$ cat config.mk
export PLATFORM = sky130hd
export DESIGN_NAME = frog_game_ctrl
export DESIGN_NICKNAME = d
export VERILOG_FILES = /design/src/rtl/frog_game_ctrl.sv
export SDC_FILE = /design/constraint.sdc
export NUM_CORES = 1
export LEC_CHECK = 0
export ABC_AREA = 1
export BUFFER_PORTS_ARGS = -buffer_cell sky130_fd_sc_hd__buf_2
export CORE_UTILIZATION = 45
export DETAILED_ROUTE_END_ITERATION = 7
export GPL_TIMING_DRIVEN = 0
export PLACE_DENSITY = 0.64
export REMOVE_ABC_BUFFERS = 1
export SYNTH_ARGS = -nofsm -noshare
export SYNTH_HDL_FRONTEND = slang
export SYNTH_SLANG_ARGS = --single-unit
$ cat constraint.sdc
create_clock -name i_clk -period 2.7 [get_ports i_clk]
set_clock_uncertainty 0.1 [all_clocks]
set_input_delay 0.27 -clock i_clk [delete_from_list [all_inputs] [get_ports i_clk]]
set_output_delay 0.27 -clock i_clk [all_outputs]
set_load 0.02 [all_outputs]
$ cat src/rtl/frog_game_ctrl.sv
// Game sequencer for the frog/lane VGA game: tracks play/death/goal phases,
// lives, score and level, and drives the frog hold and lane freeze lines.
module frog_game_ctrl #(
  parameter int LIVES        = 3,
  parameter int DEATH_FRAMES = 60,
  parameter int GOAL_FRAMES  = 90,
  parameter int GOAL_Y       = 24,
  parameter int SCORE_W      = 8,
  parameter int LEVEL_MAX    = 7
) (
  input  logic               i_clk,
  input  logic               i_rst_n,
  input  logic               i_animate,
  input  logic               i_start,
  input  logic               i_hit,
  input  logic [11:0]        i_frog_y1,
  output logic [2:0]         o_state,
  output logic               o_dead,
  output logic               o_freeze,
  output logic [1:0]         o_lives,
  output logic [SCORE_W-1:0] o_score,
  output logic [2:0]         o_level,
  output logic               o_flash
);

  typedef enum logic [2:0] {
    IDLE    = 3'd0,
    PLAY    = 3'd1,
    DYING   = 3'd2,
    RESPAWN = 3'd3,
    GOAL    = 3'd4,
    OVER    = 3'd5
  } state_t;

  localparam logic [7:0]         DEATH_LAST = 8'(DEATH_FRAMES - 1);
  localparam logic [7:0]         GOAL_LAST  = 8'(GOAL_FRAMES - 1);
  localparam logic [1:0]         LIVES_INIT = 2'(LIVES);
  localparam logic [2:0]         LEVEL_TOP  = 3'(LEVEL_MAX);
  localparam logic [11:0]        GOAL_LINE  = 12'(GOAL_Y);
  localparam logic [SCORE_W-1:0] SCORE_FULL = {SCORE_W{1'b1}};

  state_t             state, state_nxt;
  logic [7:0]         frame_cnt, frame_nxt;
  logic               start_q;
  logic               start_rise;
  logic               goal_hit;
  logic [1:0]         lives_nxt;
  logic [SCORE_W-1:0] score_nxt;
  logic [2:0]         level_nxt;
  logic               dead_nxt, freeze_nxt, flash_nxt;

  assign start_rise = i_start & ~start_q;
  assign goal_hit   = i_animate && (i_frog_y1 <= GOAL_LINE);
  assign o_state    = state;

  always_ff @(posedge i_clk or negedge i_rst_n) begin
    if (!i_rst_n) begin
      state     <= IDLE;
      frame_cnt <= 8'd0;
      start_q   <= 1'b1;
      o_dead    <= 1'b1;
      o_freeze  <= 1'b1;
      o_lives   <= 2'd0;
      o_score   <= '0;
      o_level   <= 3'd0;
      o_flash   <= 1'b0;
    end else begin
      state     <= state_nxt;
      frame_cnt <= frame_nxt;
      start_q   <= i_start;
      o_dead    <= dead_nxt;
      o_freeze  <= freeze_nxt;
      o_lives   <= lives_nxt;
      o_score   <= score_nxt;
      o_level   <= level_nxt;
      o_flash   <= flash_nxt;
    end
  end

  always_comb begin
    state_nxt = state;
    frame_nxt = frame_cnt;
    lives_nxt = o_lives;
    score_nxt = o_score;
    level_nxt = o_level;

    case (state)
      IDLE, OVER: begin
        // The counter keeps running in OVER so the display keeps blinking.
        if (state == OVER && i_animate) frame_nxt = frame_cnt + 8'd1;
        if (start_rise) begin
          state_nxt = PLAY;
          lives_nxt = LIVES_INIT;
          score_nxt = '0;
          level_nxt = 3'd0;
        end
      end
      PLAY: begin
        if (i_hit) begin
          state_nxt = DYING;
          lives_nxt = o_lives - 2'd1;
          frame_nxt = 8'd0;
        end else if (goal_hit) begin
          state_nxt = GOAL;
          frame_nxt = 8'd0;
          if (o_score != SCORE_FULL) score_nxt = o_score + 1'b1;
          if (o_level < LEVEL_TOP) level_nxt = o_level + 3'd1;
        end
      end
      DYING: begin
        if (i_animate) begin
          frame_nxt = frame_cnt + 8'd1;
          if (frame_cnt == DEATH_LAST) state_nxt = (o_lives == 2'd0) ? OVER : RESPAWN;
        end
      end
      GOAL: begin
        if (i_animate) begin
          frame_nxt = frame_cnt + 8'd1;
          if (frame_cnt == GOAL_LAST) state_nxt = RESPAWN;
        end
      end
      RESPAWN: begin
        if (i_animate) state_nxt = PLAY;
      end
      default: state_nxt = IDLE;
    endcase

    dead_nxt   = (state_nxt != PLAY);
    freeze_nxt = (state_nxt == IDLE) || (state_nxt == GOAL) || (state_nxt == OVER);
    flash_nxt  = ((state_nxt == DYING) || (state_nxt == GOAL) || (state_nxt == OVER))
                 && frame_nxt[3];
  end

endmodule
==> impl_metrics.py <==
metrics = {
    "sta": {
        "worst_pin_slew_ps": 611,
        "fin_tns_setup_ps": 0,
        "setup_violations": 0,
        "report.final.slew_viol_count": 0,
        "fmax_mhz": 508,
        "hold_viol": 0,
        "max-slew-margin-rel_pct": 59.3,
        "period_needed_ps": 1970,
        "rsz0062_at_grt": "false",
        "fin_crit_sh_pct": 72.9,
    },
    "floorplanning": {
        "die_y_um": 65.1,
        "initial_utilization_pct": 47.9,
        "die_x_um": 65.1,
        "coreArea_um2": 3740,
        "rows": 22,
        "dieArea_um2": 4240,
        "pin_count": 36,
    },
    "place": {
        "placed_area_um2": 1990,
        "hpwl_um": 2880,
        "port_buffers": 35,
        "gp_congestion": 0.855,
    },
    "global_route": {
        "grt_pass1_wl_um": 6860,
        "grt_max_degree": 29,
        "grt-ovfl-total": 0,
        "antenna_found_initial": 0,
        "grt_pass1_vias": 1468,
        "grtUsageTotal_pct": 20.7,
    },
    "worst_hold_path": {
        "hp-class": "primary input to register",
    },
    "critical_path": {
        "path_cells": "inv_1 -> a21oi_1 -> nand2_2 -> nor2_1 -> nand3_2 -> nand2_1 -> o21ai_2",
        "max_stage_delay_ps": 550,
        "worstPathMaxFanout": 16,
        "critPathSlowestCell": "dfrtp_1",
        "crit_type": "register to register",
        "critPathLaunchType": "register",
        "worstSetupEndpointType": "register",
        "cp.arrival_ps": 2020,
        "crit_required_ps": 2750,
    },
    "pwr": {
        "power.leakage_nw": 1.09,
        "power_per_cell_area_nw_per_um2": 766,
        "pwr-share-seq_pct": 37.6,
        "swShare_pct": 46.4,
        "max-vdd-ir-drop_mv": 0.486,
        "p_int_mw": 0.845,
        "combPwrFrac_pct": 47.7,
        "switchingPower_mw": 0.731,
        "clock_power_share_pct": 14.8,
    },
    "clock_tree": {
        "cts_sinks": 28,
        "cts_made_buffers": 3,
        "clk_latency_ps": 270,
        "clockBufferDepth": 2,
        "cts_tree": "done",
        "cts-htree-levels": 1,
        "post_cts_buffers": 0,
        "clkTransAtPathRegs_ps": 100,
        "cts-root-buf": "clkbuf_8",
        "post_cts_resized": 0,
    },
    "cells_and_area": {
        "area_delta_synth_final_pct": 14.8,
        "stdcell_area_um2": 2060,
        "mostFrequentLayoutCell": "nand2_1",
        "fillers": 383,
        "drive_gt1_share_pct": 24.0,
        "nets": 302,
        "diodes": 0,
        "final_cell_mix": "nand2_1 (63), buf_2 (35), inv_1 (29)",
    },
    "synth": {
        "avgSynthCellArea_um2": 7.38,
        "synth-edff-count": 0,
        "ys_types": 31,
        "ys.flop_type": "dfrtp_1",
        "async_flop_share_pct": 100,
        "ys.warnings.count": 0,
        "synth-seq-cells": 28,
        "yosysSeqAreaShare_pct": 39.3,
        "synthesis.area_um2": 1790,
        "synthCells": 243,
    },
    "route": {
        "wire_per_inst_um": 11.5,
        "vias_per_cell": 4.98,
        "ant_nets": 0,
        "drt_iter0_drc": 156,
        "drc": 0,
        "vias": 1630,
        "dr.pass1.iters": 4,
        "drt_wl_total_um": 3780,
    },
    "run": {
        "maxCapViolations": 0,
    },
    "outcome": {
        "status": "finished clean",
    },
}
## registers in the layout, indices dropped and copies added (netlist names)
name,flops
o_level,3
o_lives,2
frame_cnt,8
o_flash,1
o_dead,1
o_score,8
start_q,1
o_state,3
o_freeze,1
## final cells by class
type / count / area (µm²) / area share, %
multi-input combinational: 178 / 932 / 45.3
clock buffer: 4 / 45.0 / 2.19
tap: 48 / 60.1 / 2.92
timing repair buffer: 37 / 195 / 9.48
inverter: 32 / 121 / 5.90
sequential: 28 / 704 / 34.2
## per-layer routing
layer / global-route usage [%] / vias up / share of wire [%]
met2: 30.9 / 39 / 42
met4: 3.26 / 0 / 0.72
met1: 31.5 / 728 / 52
li1: - / 861 / -
met5: 0 / - / 0
met3: 3.99 / 2 / 4.8
## timing repair
| action | in CTS | in global routing |
|---|---|---|
| hold buffers | 2 | 0 |
| endpoints found under the setup margin | 0 | 0 |
| hold endpoints to repair | 26 | 0 |
## power groups by stage
stage | Sequential [mW] | Combinational [mW] | Clock [mW]
3_5_place_dp | 0.601 | 0.754 | 0
6_report | 0.592 | 0.751 | 0.233
4_1_cts | 0.592 | 0.758 | 0.244
3_3_place_gp | 0.600 | 0.745 | 0
2_1_floorplan | 0.670 | 0.466 | 0
5_1_grt | 0.609 | 0.862 | 0.259
## final timing paths
path                                        start                       end  slack (ps)  depth (start not counted)
max reg2reg                  o_state[0]$_DFF_PN0_    o_score[2]$_DFFE_PN0P_         730                          7
min                                         i_hit    o_lives[1]$_DFFE_PN0P_         220                          3
min in group asynchronous                 i_rst_n  frame_cnt[4]$_DFFE_PN0P_         430                          2
min reg2reg                o_lives[0]$_DFFE_PN0P_    o_lives[0]$_DFFE_PN0P_         410                          1
max                          o_state[0]$_DFF_PN0_    o_score[2]$_DFFE_PN0P_         730                          7
max in group asynchronous                 i_rst_n    o_score[7]$_DFFE_PN0P_        1660                          2
## synth_stat cells (2+ instances only)
cell type / number / share of area (%)
clkbuf_1: 2 / 0.42
or2_2: 8 / 2.8
nand3_1: 23 / 6.4
nor3_1: 2 / 0.56
dfstp_2: 3 / 4.4
o21bai_1: 2 / 0.84
ha_1: 5 / 3.5
nand2_1: 63 / 13
o21ai_0: 14 / 3.9
nand3b_1: 2 / 0.84
a21oi_1: 4 / 1.1
dfrtp_1: 25 / 35
nand4_1: 5 / 1.7
o2111ai_1: 4 / 2.0
buf_6: 2 / 1.3
nand2_2: 3 / 1.0
inv_1: 29 / 6.1
nor2_1: 26 / 5.4
inv_2: 2 / 0.42
o21ai_2: 8 / 3.9
## kinds of logic after synthesis
group,count (synthesis),share of synthesized area [%]
simple gates,135,34.2
compound gates,37,13.8
buf+inv,37,8.72
flops,28,39.3
fa+ha+maj,5,3.49
xor+xnor,1,0.489
## critical path, delay by kind of cell (launching register included)
family / cells / cell delay, ps
AND/OR/NAND/NOR: 4 / 760
buffers and inverters: 1 / 120
AO/OA/AOI/OAI: 2 / 320
flip-flops: 1 / 550
## metrics by stage
step / std cells / util, % / worst slack (ps) / hold slack, ps / power [mW]
4_1_cts: 327 / 55.0 / 733 / 215 / 1.59
3_5_place_dp: 321 / 53.2 / 753 / 231 / 1.36
6_report: 327 / 55.0 / 731 / 220 / 1.58
3_3_place_gp: 321 / 53.2 / 794 / 230 / 1.34
5_1_grt: 327 / 55.0 / 605 / 264 / 1.73
2_1_floorplan: 238 / - / 906 / -126 / 1.14
Note: power is estimated with default switching activity, not from simulation.
